[config.mk]
export PLATFORM = sky130hd
export DESIGN_NAME = data_lsu
export DESIGN_NICKNAME = d
export VERILOG_FILES = /design/src/rtl/lsu_pkg.sv /design/src/rtl/lsu_load_align.sv /design/src/rtl/data_lsu.sv
export SDC_FILE = /design/constraint.sdc
export NUM_CORES = 1
export LEC_CHECK = 0
export CAP_MARGIN = 25
export CORE_MARGIN = 3
export CORE_UTILIZATION = 40
export CTS_BUF_LIST = sky130_fd_sc_hd__clkbuf_16
export DETAILED_ROUTE_END_ITERATION = 7
export PLACE_DENSITY = 0.78
export SYNTH_ARGS = -nofsm -noshare
export SYNTH_HDL_FRONTEND = slang
export SYNTH_SLANG_ARGS = --single-unit
export TNS_END_PERCENT = 10
[constraint.sdc]
create_clock -name clk -period 2.7 [get_ports clk]
set_input_delay 0.27 -clock clk [delete_from_list [all_inputs] [get_ports clk]]
set_output_delay 0.27 -clock clk [all_outputs]
set_load 0.05 [all_outputs]
[src/rtl/lsu_pkg.sv]
// Shared definitions for the data load/store unit: access-size codes,
// FSM state encoding and small decode helpers.
package lsu_pkg;

    // Access sizes, matching the core's funct3 field.
    localparam logic [2:0] LDST_B  = 3'b000;
    localparam logic [2:0] LDST_H  = 3'b001;
    localparam logic [2:0] LDST_W  = 3'b010;
    localparam logic [2:0] LDST_BU = 3'b100;
    localparam logic [2:0] LDST_HU = 3'b101;

    typedef enum logic [1:0] {
        IDLE = 2'd0,
        BUSY = 2'd1,
        DONE = 2'd2
    } lsu_state_t;

    // A request is legal when its size code exists for the direction and the
    // address is naturally aligned for that size.
    function automatic logic req_legal(input logic we, input logic [2:0] size,
                                       input logic [1:0] addr_lo);
        logic ok;
        ok = 1'b0;
        case (size)
            LDST_B:  ok = 1'b1;
            LDST_H:  ok = ~addr_lo[0];
            LDST_W:  ok = (addr_lo == 2'b00);
            LDST_BU: ok = ~we;
            LDST_HU: ok = ~we & ~addr_lo[0];
            default: ok = 1'b0;
        endcase
        return ok;
    endfunction

    // Byte-lane enables; bit 2 of size (unsigned flag) does not affect lanes.
    function automatic logic [3:0] lane_be(input logic [2:0] size, input logic [1:0] addr_lo);
        logic [3:0] be;
        be = 4'b0000;
        case (size[1:0])
            2'b00:   be = 4'b0001 << addr_lo;
            2'b01:   be = addr_lo[1] ? 4'b1100 : 4'b0011;
            2'b10:   be = 4'b1111;
            default: be = 4'b0000;
        endcase
        return be;
    endfunction

    // Store data is replicated across lanes so the RAM only needs byte enables.
    function automatic logic [31:0] store_rep(input logic [2:0] size, input logic [31:0] wd);
        logic [31:0] d;
        d = wd;
        case (size[1:0])
            2'b00:   d = {4{wd[7:0]}};
            2'b01:   d = {2{wd[15:0]}};
            default: d = wd;
        endcase
        return d;
    endfunction

endpackage

[src/rtl/lsu_load_align.sv]
// Picks the addressed byte/halfword out of a RAM word and extends it to 32 bits.
module lsu_load_align
    import lsu_pkg::*;
(
    input  logic [31:0] rd,
    input  logic [2:0]  size,
    input  logic [1:0]  addr_lo,
    output logic [31:0] data
);

    logic [7:0]  lane_b;
    logic [15:0] lane_h;

    // Lane selection followed by sign or zero extension.
    always_comb begin
        lane_b = 8'h00;
        lane_h = addr_lo[1] ? rd[31:16] : rd[15:0];
        data   = rd;
        case (addr_lo)
            2'b00: lane_b = rd[7:0];
            2'b01: lane_b = rd[15:8];
            2'b10: lane_b = rd[23:16];
            2'b11: lane_b = rd[31:24];
            default: lane_b = 8'h00;
        endcase
        case (size)
            LDST_B:  data = {{24{lane_b[7]}}, lane_b};
            LDST_BU: data = {24'h000000, lane_b};
            LDST_H:  data = {{16{lane_h[15]}}, lane_h};
            LDST_HU: data = {16'h0000, lane_h};
            default: data = rd;
        endcase
    end

endmodule

[src/rtl/data_lsu.sv]
// Load/store unit: turns core byte/half/word requests into word-aligned RAM
// accesses and stalls the core until the access has completed.
//
// state | meaning
// IDLE  | waiting for a core request; illegal requests are flagged here
// BUSY  | RAM access in flight from the latched request
// DONE  | access finished, core released for one cycle, core_rd valid
module data_lsu
    import lsu_pkg::*;
#(
    parameter int ADDR_W = 32,
    parameter int DATA_W = 32
) (
    input  logic              clk,
    input  logic              rst,
    input  logic              core_req,
    input  logic              core_we,
    input  logic [2:0]        core_size,
    input  logic [ADDR_W-1:0] core_addr,
    input  logic [DATA_W-1:0] core_wd,
    output logic [DATA_W-1:0] core_rd,
    output logic              core_stall,
    output logic              misalign_err,
    output logic              mem_req,
    output logic              mem_we,
    output logic [3:0]        mem_be,
    output logic [ADDR_W-1:0] mem_addr,
    output logic [DATA_W-1:0] mem_wd,
    input  logic [DATA_W-1:0] mem_rd,
    input  logic              mem_ready
);

    lsu_state_t        state;
    logic              we_q;
    logic [2:0]        size_q;
    logic [ADDR_W-1:0] addr_q;
    logic [DATA_W-1:0] wd_q;
    logic [DATA_W-1:0] load_data;
    logic              legal;
    logic              in_idle;
    logic              in_busy;

    assign legal   = req_legal(core_we, core_size, core_addr[1:0]);
    assign in_idle = (state == IDLE);
    assign in_busy = (state == BUSY);

    // Stall covers the accepting IDLE cycle and every BUSY cycle; DONE releases.
    assign core_stall   = (in_idle & core_req & legal) | in_busy;
    assign misalign_err = in_idle & core_req & ~legal;

    // RAM side depends only on state and the latched request.
    assign mem_req  = in_busy;
    assign mem_we   = in_busy & we_q;
    assign mem_be   = in_busy ? lane_be(size_q, addr_q[1:0]) : 4'b0000;
    assign mem_addr = {addr_q[ADDR_W-1:2], 2'b00};
    assign mem_wd   = store_rep(size_q, wd_q);

    lsu_load_align u_align (
        .rd      (mem_rd),
        .size    (size_q),
        .addr_lo (addr_q[1:0]),
        .data    (load_data)
    );

    // Sequencing FSM and request latch.
    always_ff @(posedge clk or posedge rst) begin
        if (rst) begin
            state  <= IDLE;
            we_q   <= 1'b0;
            size_q <= 3'b000;
            addr_q <= '0;
            wd_q   <= '0;
        end else begin
            case (state)
                IDLE: begin
                    if (core_req && legal) begin
                        we_q   <= core_we;
                        size_q <= core_size;
                        addr_q <= core_addr;
                        wd_q   <= core_wd;
                        state  <= BUSY;
                    end
                end
                BUSY: begin
                    if (mem_ready) begin
                        state <= DONE;
                    end
                end
                DONE:    state <= IDLE;
                default: state <= IDLE;
            endcase
        end
    end

    // Load result captured on the completing BUSY cycle; stores leave it alone.
    always_ff @(posedge clk or posedge rst) begin
        if (rst) begin
            core_rd <= '0;
        end else if (in_busy && mem_ready && !we_q) begin
            core_rd <= load_data;
        end
    end

endmodule

==> Word level (Yosys, flattened, before mapping) <==
Cells that the tools add are included.
{ "word_totals": {"regBits": 102, "input_bits": 104, "out_inout_bits": 104} }
{ "classes": {"eq_ne": 15, "shifts": 1, "mux": 11, "n_bitwise": 9, "n_reduce_logical": 12} }
{ "op_table": {"columns": ["operator", "count"], "rows": [
  ["32-bit one-hot mux with 4 select lines", 1],
  ["32-bit one-hot mux with 2 select lines", 1],
  ["8-bit one-hot mux with 4 select lines", 1],
  ["16-bit two-way mux", 1],
  ["3-bit == test (second input constant)", 4],
  ["4-bit one-hot mux with 3 select lines", 1],
  ["2-bit zero test", 4],
  ["4-bit two-way mux", 2],
  ["2-bit by 1-bit == test with 1-bit output (second input constant)", 3],
  ["2-bit == test (second input constant)", 3],
  ["3-bit by 1-bit == test with 1-bit output (second input constant)", 2],
  ["3-bit zero test", 2],
  ["1-bit AND", 5],
  ["1-bit one-hot mux with 5 select lines", 1],
  ["2-bit two-way mux", 2],
  ["2-bit one-hot mux with 2 select lines", 1],
  ["2-bit AND reduction", 2],
  ["1-bit by 2-bit left shift with 4-bit output (first input constant)", 1],
  ["3-bit by 2-bit == test with 1-bit output (second input constant)", 1],
  ["1-bit logical AND", 3],
  ["1-bit inverter", 3],
  ["2-bit by 1-bit != test with 1-bit output (second input constant)", 1],
  ["2-bit != test (second input constant)", 1],
  ["1-bit zero test", 1],
  ["1-bit bitwise OR", 1]
]} }

==> Longest topological paths before layout <==
Gate-level depths: netlist of the first run.
{ "depth": {"ltp_word": 6, "depth_mapped": 7, "mapped_depth_nobuf": 5} }

==> Modules after synthesis <==
A second synthesis of the first run with hierarchy kept.
{ "unflattened": {"cells_unflattened": 436, "hier_area_um2": 5512.8} }
{ "by_module_without_submodules": {"columns": ["module", "instances", "cells_per_inst", "area_each_um2", "seq_area_each_um2"], "rows": [
  ["data_lsu", 1, 325, 4844.6, 2552.4],
  ["lsu_load_align", 1, 111, 668.1, 0.0]
]} }

==> Worst setup path after synthesis of the first run <==
No wires, ideal clock.
{ "synth_timing": {"path_type": "reg2out", "startpoint": "register size_q[0]", "endpoint": "output port mem_be[3]", "arrival_time_ns": 1.930, "required_ns": 2.430, "path_slack_ns": 0.500, "path_stages_with_launch": 5, "n_path_buf": 2, "cell_sequence": "dfrtp_1 clkbuf_1 clkbuf_1 o21ai_0 a21oi_1"} }
{ "synth_between": {"elab_chain_len": 3, "elab_cells_between_ends": 5} }
{ "synth_rtl": {"columns": ["element", "line_no", "source"], "rows": [
  ["start, declared", "data_lsu.sv:35", "logic [2:0] size_q;"],
  ["start signal, assigned", "data_lsu.sv:78", "size_q <= core_size;"],
  ["2-bit == test, or another cell as far along", "lsu_pkg.sv:39", "case (size[1:0])"],
  ["4-bit one-hot mux with 3 select lines *", "lsu_pkg.sv:39", null],
  ["4-bit two-way mux *", "data_lsu.sv:54", "assign mem_be = in_busy ? lane_be(size_q, addr_q[1:0]) : 4'b0000;"],
  ["end, declared", "data_lsu.sv:26", "output logic [3:0] mem_be,"]
]} }
Every way passes the cells marked *; elsewhere a longest branch is shown, timed or not.

==> Final worst setup path of the first run <==
{ "layout_timing": {"startpoint": "register size_q[1]", "endpoint": "output port mem_wd[17]"} }
{ "layout_between": {"elab_chain_len": 2, "elab_cells_between_ends": 3} }
{ "layout_rtl": {"columns": ["element", "line_no", "source"], "rows": [
  ["2-bit by 1-bit == test with 1-bit output or 2-bit zero test (tied branches)", "lsu_pkg.sv:52", "case (size[1:0])"],
  ["32-bit one-hot mux with 2 select lines *", "lsu_pkg.sv:52", null],
  ["end, declared", "data_lsu.sv:28", "output logic [DATA_W-1:0] mem_wd,"]
]} }
Marked as above.

==> results of run 1 <==
==> worst max-delay path: stages (launching register included) <==
cell and delay, ns:
dfrtp_2 0.70, mux2_1 0.38, clkdlybuf4s50_1 0.73
==> flip-flops by register name, summed over array words and instances (netlist names) <==
| register | cells |
|---|---|
| addr_q | 32 |
| core_rd | 32 |
| wd_q | 32 |
| size_q | 3 |
| state | 2 |
| we_q | 1 |
==> area by class of cell <==
cell class              instances  area [um2]  area share, %
multi-input cells             281        2205          29.38
well taps                     172       215.2          2.868
repair buffers                221        2182          29.08
flip-flops and latches        102        2554          34.03
clock inverters                 7       88.84          1.184
clock buffers                   9       225.2          3.001
inverters                       8       33.78         0.4502
==> metal layers <==
metal | track usage [%] | vias to the layer above | share of wire [%]
met5 | 0 | - | 0.062
li1 | - | 1903 | -
met4 | 10.59 | 2 | 3.4
met1 | 24.66 | 1992 | 40
met2 | 32.35 | 191 | 47
met3 | 6.315 | 31 | 9.7
==> where the power goes <==
part           leakage, uW  internal [uW]  total (uW)  switching [uW]
sequential         0.00123           2090        2500             405
combinational      0.00186           1760        5050            3290
clock             0.000150            806        1370             564
==> cell usage after synthesis (9+ instances only) <==
library cell	n
o21ai_1	14
clkbuf_1	19
nand3_2	10
nor2_1	10
nand2_1	47
buf_4	40
nand3_1	19
buf_2	9
a21oi_1	9
mux2_1	90
o21ai_0	18
dfrtp_1	102
==> cells by family after synthesis <==
logic type	after synthesis	synth area share, %
DFF	102	49.10
and+or+nand+nor	105	10.37
other	1	0.07213
AOI/OAI and AO/OA	74	9.964
muxes	100	21.68
buffers and inverters	77	8.808
==> per-stage QoR <==
step	cells	hold slack, ns	setup slack [ns]
after global placement	784	0.4717	0.3253
after global routing	800	0.2845	0.1290
after CTS	800	0.2721	0.1932
final	800	0.2688	0.2561
after floorplan	460	0.3647	0.5005
after detailed placement	784	0.4731	0.3225
==> final timing paths <==
path | start | end | slack, ns | cells after the start
max reg2reg | size_q[1] | core_rd[29] | 0.56 | 6
max in group asynchronous | rst | size_q[1] | 1.78 | 3
max | size_q[1] | mem_wd[17] | 0.26 | 2
min | rst | core_rd[30] | 0.27 | 2
min reg2reg | core_rd[25] | core_rd[25] | 0.48 | 2
min in group clk | core_rd[25] | core_rd[25] | 0.48 | 2
==> flow_summary.ini, run 1 <==
[status]
status = finished, final reports clean

[sta]
setup_tns_ns = 0
setup_viol = 0
clock_skew_ns = 0.005288
fmax_ghz = 0.4092
fin_crit_ns = 2.444
final-max-slew-violation-count = 0
hold_viol_final = 0
max_slew_margin_pct = 61.16
min_period_over_period_pct = 90.52
worst_pin_slew_ns = 0.5826
rsz0062_at_grt = no

[yosys]
yosys_warnings = 0
syn_inst = 459
synth_top_area_share_pct = 49.10
ys_seq_area_share_pct = 49.10
ys_types = 42
syn_area_mm2 = 0.005199
synth-main-ff-cell = dfrtp_1
synthArstFlopShare_pct = 100.0
synth_edf_count = 0
ys_seq_elements = 102
synth_area_leaders = dfrtp_1 (49%), mux2_1 (19%), buf_4 (5.8%), nand2_1 (3.4%), nand3_2 (1.9%)
avgSynthCellArea_um2 = 11.33
synth_largest_area_cell = dfrtp_1

[final_layout]
final_common_cell = clkdlybuf4s50_1
syn_to_final_growth_pct = 44.33
diodes = 0
layout_common_cells = clkdlybuf4s50_1 (184), dfrtp_1 (101), mux2_1 (90)
layout.nets = 727
drive_gt1_share_pct = 12.58
fin_area_mm2 = 0.007503
fillers = 1048
final_core_util_pct = 59.22

[grt]
grt_pass1_vias = 4319
grt_max_degree = 52
grt_overflow_total = 0
track_usage_pct = 20.28
grt_first_pass_wirelength_um = 22870
antenna_found_initial = 1

[power_and_ir_drop]
p_leak_uw = 0.003235
p_per_area_mw_per_mm2 = 1189
total_power_uw = 8923
peakVddDrop_v = 0.001005

[placement]
place_congestion = 0.9220
place.port_buffers = 205
placed_cell_area_mm2 = 0.007189
hpwlAfterDp_um = 10990

[cts]
postCtsSetupRepairBufs = 0
post_cts_resized = 0
postCtsHoldBufs = 0
cts.clk_slew.worst_paths_ns = 0.07
root_buffer = clkbuf_16
numClockSinks = 102
insertion_delay_ns = 0.34
cts_tree = done
cts_made_buffers = 9
ctsHtreeMaxLevel = 3
clock_path_buffers = 2

[die]
die_area_mm2 = 0.01440
coreArea_mm2 = 0.01267
dieHeight_um = 120.0
top_level_ports = 208
die_width_um = 120.0
initial_utilization_pct = 41.03
rows = 41

[detailed_routing]
drt-initial-drc-count = 319
drc = 0
ant_nets = 0
dr.pass1.iters = 5
finalWirelength_um = 14520
vias = 4119
avgRoutedWirePerCell_um = 18.15
vias_per_cell = 5.149

[setup_path]
crit_fanout = 26
worstPathArrival_ns = 2.17
worstSetupEndpointType = output port
crit_required_ns = 2.43
crit_path_start_kind = flop
critPathKind = flop to output port

[worst_hold_path]
min_path_type = input port to async pin

[run]
cap_violations = 0
(Power assumes the default switching activity.)
==> run 2, diff against run 1 <==
- SLEW_MARGIN: unset -> 20
==> results of run 2 <==
Same layout as run 1: the final DEF is identical, and so are final timing and power.
==> RTL change 1 (config.mk and constraints of run 2) <==
Set the parameter `ADDR_W` to 64 (it was 32).
--- a/src/rtl/data_lsu.sv
+++ b/src/rtl/data_lsu.sv
@@ -8,7 +8,7 @@
 module data_lsu
     import lsu_pkg::*;
 #(
-    parameter int ADDR_W = 32,
+    parameter int ADDR_W = 64,
     parameter int DATA_W = 32
 ) (
     input  logic              clk,
Interface: changed (resized core_addr and mem_addr); port bits go from 208 to 272. The function was not compared with the original's and may differ.
==> RTL change 1 against run 2 <==
Wire length up 25%; non-clock buffer count rose by 60; sequential cell count increased by 32; cell area grew 27%; synthesized area increased by 25%; total power rose by 31%; synthesized cell count is 21% higher; worst setup slack worse by 0.077 ns; critical path type unchanged.
==> RTL change 1: results (changes against run 2) <==
<table>
<tr><th>Metric</th><th>Value</th></tr>
<tr><th colspan="2">GRT</th></tr>
<tr><td>Via count of the first global-routing pass</td><td>5285 (+22%)</td></tr>
<tr><td>Wire length of the first global-routing pass</td><td>28900 um (+26%)</td></tr>
<tr><td>Maximum number of pins on one net before global-route repair</td><td>65 (+25%)</td></tr>
<tr><th colspan="2">Worst setup path</th></tr>
<tr><td>Delay of the slowest critical-path stage</td><td>0.81 ns (+0.08 ns)</td></tr>
<tr><td>Minimum setup slack among reg-to-reg paths</td><td>0.52 ns (-0.04 ns)</td></tr>
<tr><td>Crit Reg-Reg Endpoint</td><td>core_rd[10]$_DFFE_PP0P_</td></tr>
<tr><td>Startpoint of the worst register-to-register path</td><td>addr_q[1]$_DFFE_PP0P_</td></tr>
<tr><td>Count of cells along the worst register-to-register path</td><td>4 (-2)</td></tr>
<tr><th colspan="2">Route</th></tr>
<tr><td>Met3 layer wire length in the routed design</td><td>1160 um (-17%)</td></tr>
<tr><td>Number of DRC violations after detailed-routing iteration 0</td><td>213 (-33%)</td></tr>
<tr><td>WL per Instance</td><td>18.6 um (+2.5%)</td></tr>
<tr><th colspan="2">Yosys</th></tr>
<tr><td>Distinct cell type count after synthesis</td><td>34 (-19%)</td></tr>
<tr><td>Top post-synthesis cells by count</td><td>134 x sky130_fd_sc_hd__dfrtp_1, 78 x sky130_fd_sc_hd__mux2_1, 72 x sky130_fd_sc_hd__buf_4</td></tr>
<tr><th colspan="2">Outcome</th></tr>
<tr><td>Status</td><td>complete, no violations</td></tr>
<tr><th colspan="2">Pwr</th></tr>
<tr><td>Leakage power</td><td>3.94 nW (+22%)</td></tr>
<tr><th colspan="2">Final layout</th></tr>
<tr><td>Registers with the most flip-flops</td><td>addr_q (64), core_rd (32), wd_q (32)</td></tr>
<tr><td>Fraction of final layout cells sized beyond drive strength 1</td><td>15.2% (+2.6 points)</td></tr>
<tr><td>Nets</td><td>886 (+22%)</td></tr>
<tr><th colspan="2">Placed design</th></tr>
<tr><td>RePlAce Congestion</td><td>0.862 (-6.5%)</td></tr>
<tr><td>Post-DP HPWL</td><td>13800 um (+25%)</td></tr>
<tr><td>Total instance count after detailed placement</td><td>947 (+21%)</td></tr>
<tr><th colspan="2">Clock tree</th></tr>
<tr><td>CTS H-Tree Depth</td><td>4 (+1)</td></tr>
<tr><td>Number of clock buffers inserted by TritonCTS</td><td>17 (+8)</td></tr>
<tr><th colspan="2">STA</th></tr>
<tr><td>Clock tree skew after final layout</td><td>0.00831 ns (+0.00302 ns)</td></tr>
<tr><td>Hold Slack</td><td>0.283 ns (+0.0146 ns)</td></tr>
</table>
RTL change 1: metal layers:
layer	GRT usage [%]	up-vias
met5	0	-
met4	10.4	2
met3	6.08	45
met2	34.1	197
met1	24.4	2378
li1	-	2252
RTL change 1: how the worst max path moves through the flow:
stage | startpoint | to | cells after the start | slack (ns)
floorplan | size_q[0]$_DFFE_PP0P_ | mem_be[0] | 5 | 0.14
global route | state[1]$_DFFE_PP0P_ | mem_we | 4 | 0.09
detailed placement | core_size[0] | addr_q[14]$_DFFE_PP0P_ | 5 | 0.24
finish | state[1]$_DFFE_PP0P_ | mem_we | 4 | 0.18
CTS | size_q[1]$_DFFE_PP0P_ | mem_wd[12] | 3 | 0.16
global placement | core_size[0] | addr_q[17]$_DFFE_PP0P_ | 5 | 0.29
RTL change 1: logic make-up after synthesis:
kind of cell           count (synthesis)  synth area share, %
other                                  1               0.0576
AOI/OAI and AO/OA                     69                 6.94
DFF                                  134                 51.5
muxes                                135                 23.2
buffers and inverters                109                 10.7
and+or+nand+nor                      106                 7.65
RTL change 1: cell type report:
cell class                 instances  area [um2]
sequential                       134        3350
timing repair buffer             281        2830
multi-input combinational        312        2480
clock buffer                      17         425
clock inverter                    15         139
inverter                           4        18.8
fill                            1307        6370
tap                              216         270
RTL change 1: through the flow:
stage	worst slack (ns)	utilization (%)	instance area (um2)	power, W
floorplan	0.142	-	6520	0.00771
global placement	0.289	56.4	8950	0.00937
detailed placement	0.244	56.4	8950	0.00949
global route	0.0889	59.9	9520	0.0122
CTS	0.159	59.9	9520	0.0118
finish	0.179	59.9	9520	0.0116
RTL change 1: critical path, delay by kind of cell (launching register included):
family,cells,cell delay (ns)
flip-flops,1,0.39
buffers and inverters,2,1.00
AND/OR/NAND/NOR,2,0.45
RTL change 1: power breakdown:
| group | switching, W | internal (W) | total, W |
|---|---|---|---|
| Sequential | 0.000511 | 0.00273 | 0.00324 |
| Combinational | 0.00398 | 0.00221 | 0.00619 |
| Clock | 0.000868 | 0.00134 | 0.00221 |
==> RTL change 2 (config.mk and constraints of run 2) <==
Made on the original files. The 3 states of `lsu_state_t` get a one-hot encoding in 3 bits.
--- a/src/rtl/lsu_pkg.sv
+++ b/src/rtl/lsu_pkg.sv
@@ -9,10 +9,10 @@
     localparam logic [2:0] LDST_BU = 3'b100;
     localparam logic [2:0] LDST_HU = 3'b101;
 
-    typedef enum logic [1:0] {
-        IDLE = 2'd0,
-        BUSY = 2'd1,
-        DONE = 2'd2
+    typedef enum logic [2:0] {
+        IDLE = 3'b001,
+        BUSY = 3'b010,
+        DONE = 3'b100
     } lsu_state_t;
 
     // A request is legal when its size code exists for the direction and the
Check against the original RTL: same outputs for any inputs over 4 cycles, from zero or initial values and one cycle with rst high; so few cycles prove little.
==> RTL change 2 against run 2 <==
First-iteration DRC count down 19%; wire length up 0.81%; worst setup slack got worse by 0.071 ns; sequential share of layout area rose by 0.51 points; total power shrank 10%; sequential cell count is 1 higher; cell area is 0.45% lower; largest power group unchanged; synthesized area hardly changed.
==> RTL change 2: results (changes against run 2) <==
<table>
<tr><th>Metric</th><th>Value</th></tr>
<tr><th colspan="2">Placed design</th></tr>
<tr><td>Post-Place Cell Area</td><td>7180 um2 (-0.14%)</td></tr>
<tr><td>Total instance count after detailed placement</td><td>765 (-2.4%)</td></tr>
<tr><td>Post-DP HPWL</td><td>11000 um (+0.19%)</td></tr>
<tr><td>RePlAce Congestion</td><td>0.873 (-5.3%)</td></tr>
<tr><th colspan="2">Pwr</th></tr>
<tr><td>Total sequential power</td><td>0.00239 W (-4%)</td></tr>
<tr><td>Maximum vdd drop</td><td>0.643 mV (-36%)</td></tr>
<tr><td>Sequential share of power</td><td>29.8% (+1.8 points)</td></tr>
<tr><th colspan="2">Yosys</th></tr>
<tr><td>Fraction of the yosys area taken by sequential cells</td><td>49.7% (+0.55 points)</td></tr>
<tr><td>Most area-consuming cells after synthesis</td><td>sky130_fd_sc_hd__dfrtp_1 49%, sky130_fd_sc_hd__mux2_2 20%, sky130_fd_sc_hd__buf_4 5.8%</td></tr>
<tr><td>Distinct cell type count after synthesis</td><td>36 (-14%)</td></tr>
<tr><td>Top post-synthesis cells by count</td><td>102 x sky130_fd_sc_hd__dfrtp_1, 92 x sky130_fd_sc_hd__mux2_2, 46 x sky130_fd_sc_hd__nand2_1</td></tr>
<tr><td>Avg Inst Size Synth</td><td>11.6 um2 (+2.8%)</td></tr>
<tr><th colspan="2">GRT</th></tr>
<tr><td>Antenna violations before repair</td><td>0 (-1)</td></tr>
<tr><td>Via count of the first global-routing pass</td><td>4347 (+0.65%)</td></tr>
<tr><td>Combined global-route utilization of all metal layers</td><td>20.4% (+0.11 points)</td></tr>
<tr><th colspan="2">STA</th></tr>
<tr><td>Headroom to the max-slew limit</td><td>49.8% (-11 points)</td></tr>
<tr><th colspan="2">Route</th></tr>
<tr><td>Count of vias placed by the detailed router</td><td>4019 (-2.4%)</td></tr>
<tr><td>Via density</td><td>5.15 (about the same)</td></tr>
<tr><td>Sum of routed wire length over all layers</td><td>14600 um (+0.81%)</td></tr>
<tr><td>Number of DRC violations after detailed-routing iteration 0</td><td>257 (-19%)</td></tr>
<tr><th colspan="2">Final layout</th></tr>
<tr><td>Nets</td><td>712 (-2.1%)</td></tr>
<tr><td>Multi-input gate area</td><td>2150 um2 (-2.3%)</td></tr>
<tr><td>Fraction of final layout cells sized beyond drive strength 1</td><td>25.8% (+13 points)</td></tr>
<tr><td>Fill cell count</td><td>1036 (-1.1%)</td></tr>
<tr><th colspan="2">Worst setup path</th></tr>
<tr><td>Data arrival at the endpoint of the critical path</td><td>2.24 ns (+0.07 ns)</td></tr>
<tr><th colspan="2">Outcome</th></tr>
<tr><td>Status</td><td>complete, no violations</td></tr>
</table>
-- RTL change 2: what timing repair did --
item | in CTS | in global routing
setup endpoints to repair | 0 | 1
resized for setup | 0 | 1
hold buffers | 0 | 0
-- RTL change 2: final cells by class --
cell class | count | area share, %
timing repair buffer | 218 | 29.2
inverter | 14 | 0.754
sequential | 103 | 34.5
clock buffer | 9 | 3.02
clock inverter | 7 | 0.838
multi-input combinational | 262 | 28.8
tap | 168 | 2.81
-- RTL change 2: final timing paths --
kind,start,to,slack (ns),depth (start not counted)
max reg2reg,size_q[1]$_DFFE_PP0P_,core_rd[2]$_DFFE_PP0P_,0.41,5
min,rst,core_rd[19]$_DFFE_PP0P_,0.40,2
min reg2reg,core_rd[10]$_DFFE_PP0P_,core_rd[10]$_DFFE_PP0P_,0.48,1
max,state[2]$_DFFE_PP0P_,mem_we,0.19,5
min in group clk,core_rd[10]$_DFFE_PP0P_,core_rd[10]$_DFFE_PP0P_,0.48,1
max in group asynchronous,rst,addr_q[6]$_DFFE_PP0P_,1.48,3
-- RTL change 2: kinds of logic after synthesis --
kind of cell,synth area share [%]
AOI/OAI and AO/OA,11.8
other,0.0722
muxes,22.9
buffers and inverters,9.15
and+or+nand+nor,6.43
DFF,49.7
-- RTL change 2: routing by layer --
layer	vias up	global-route usage [%]	routed length, um
met5	-	0	0
met4	0	4.22	114
met3	9	7.63	1310
met2	154	34.7	7330
met1	1990	24.8	5880
li1	1866	-	-
-- RTL change 2: worst max-delay path: stages, from the launching register on --
cell,delay [ns]
sky130_fd_sc_hd__dfrtp_1,0.38
sky130_fd_sc_hd__nor2_1,0.10
sky130_fd_sc_hd__nand2_1,0.18
sky130_fd_sc_hd__inv_1,0.25
sky130_fd_sc_hd__and2_1,0.18
sky130_fd_sc_hd__clkdlybuf4s50_1,0.82
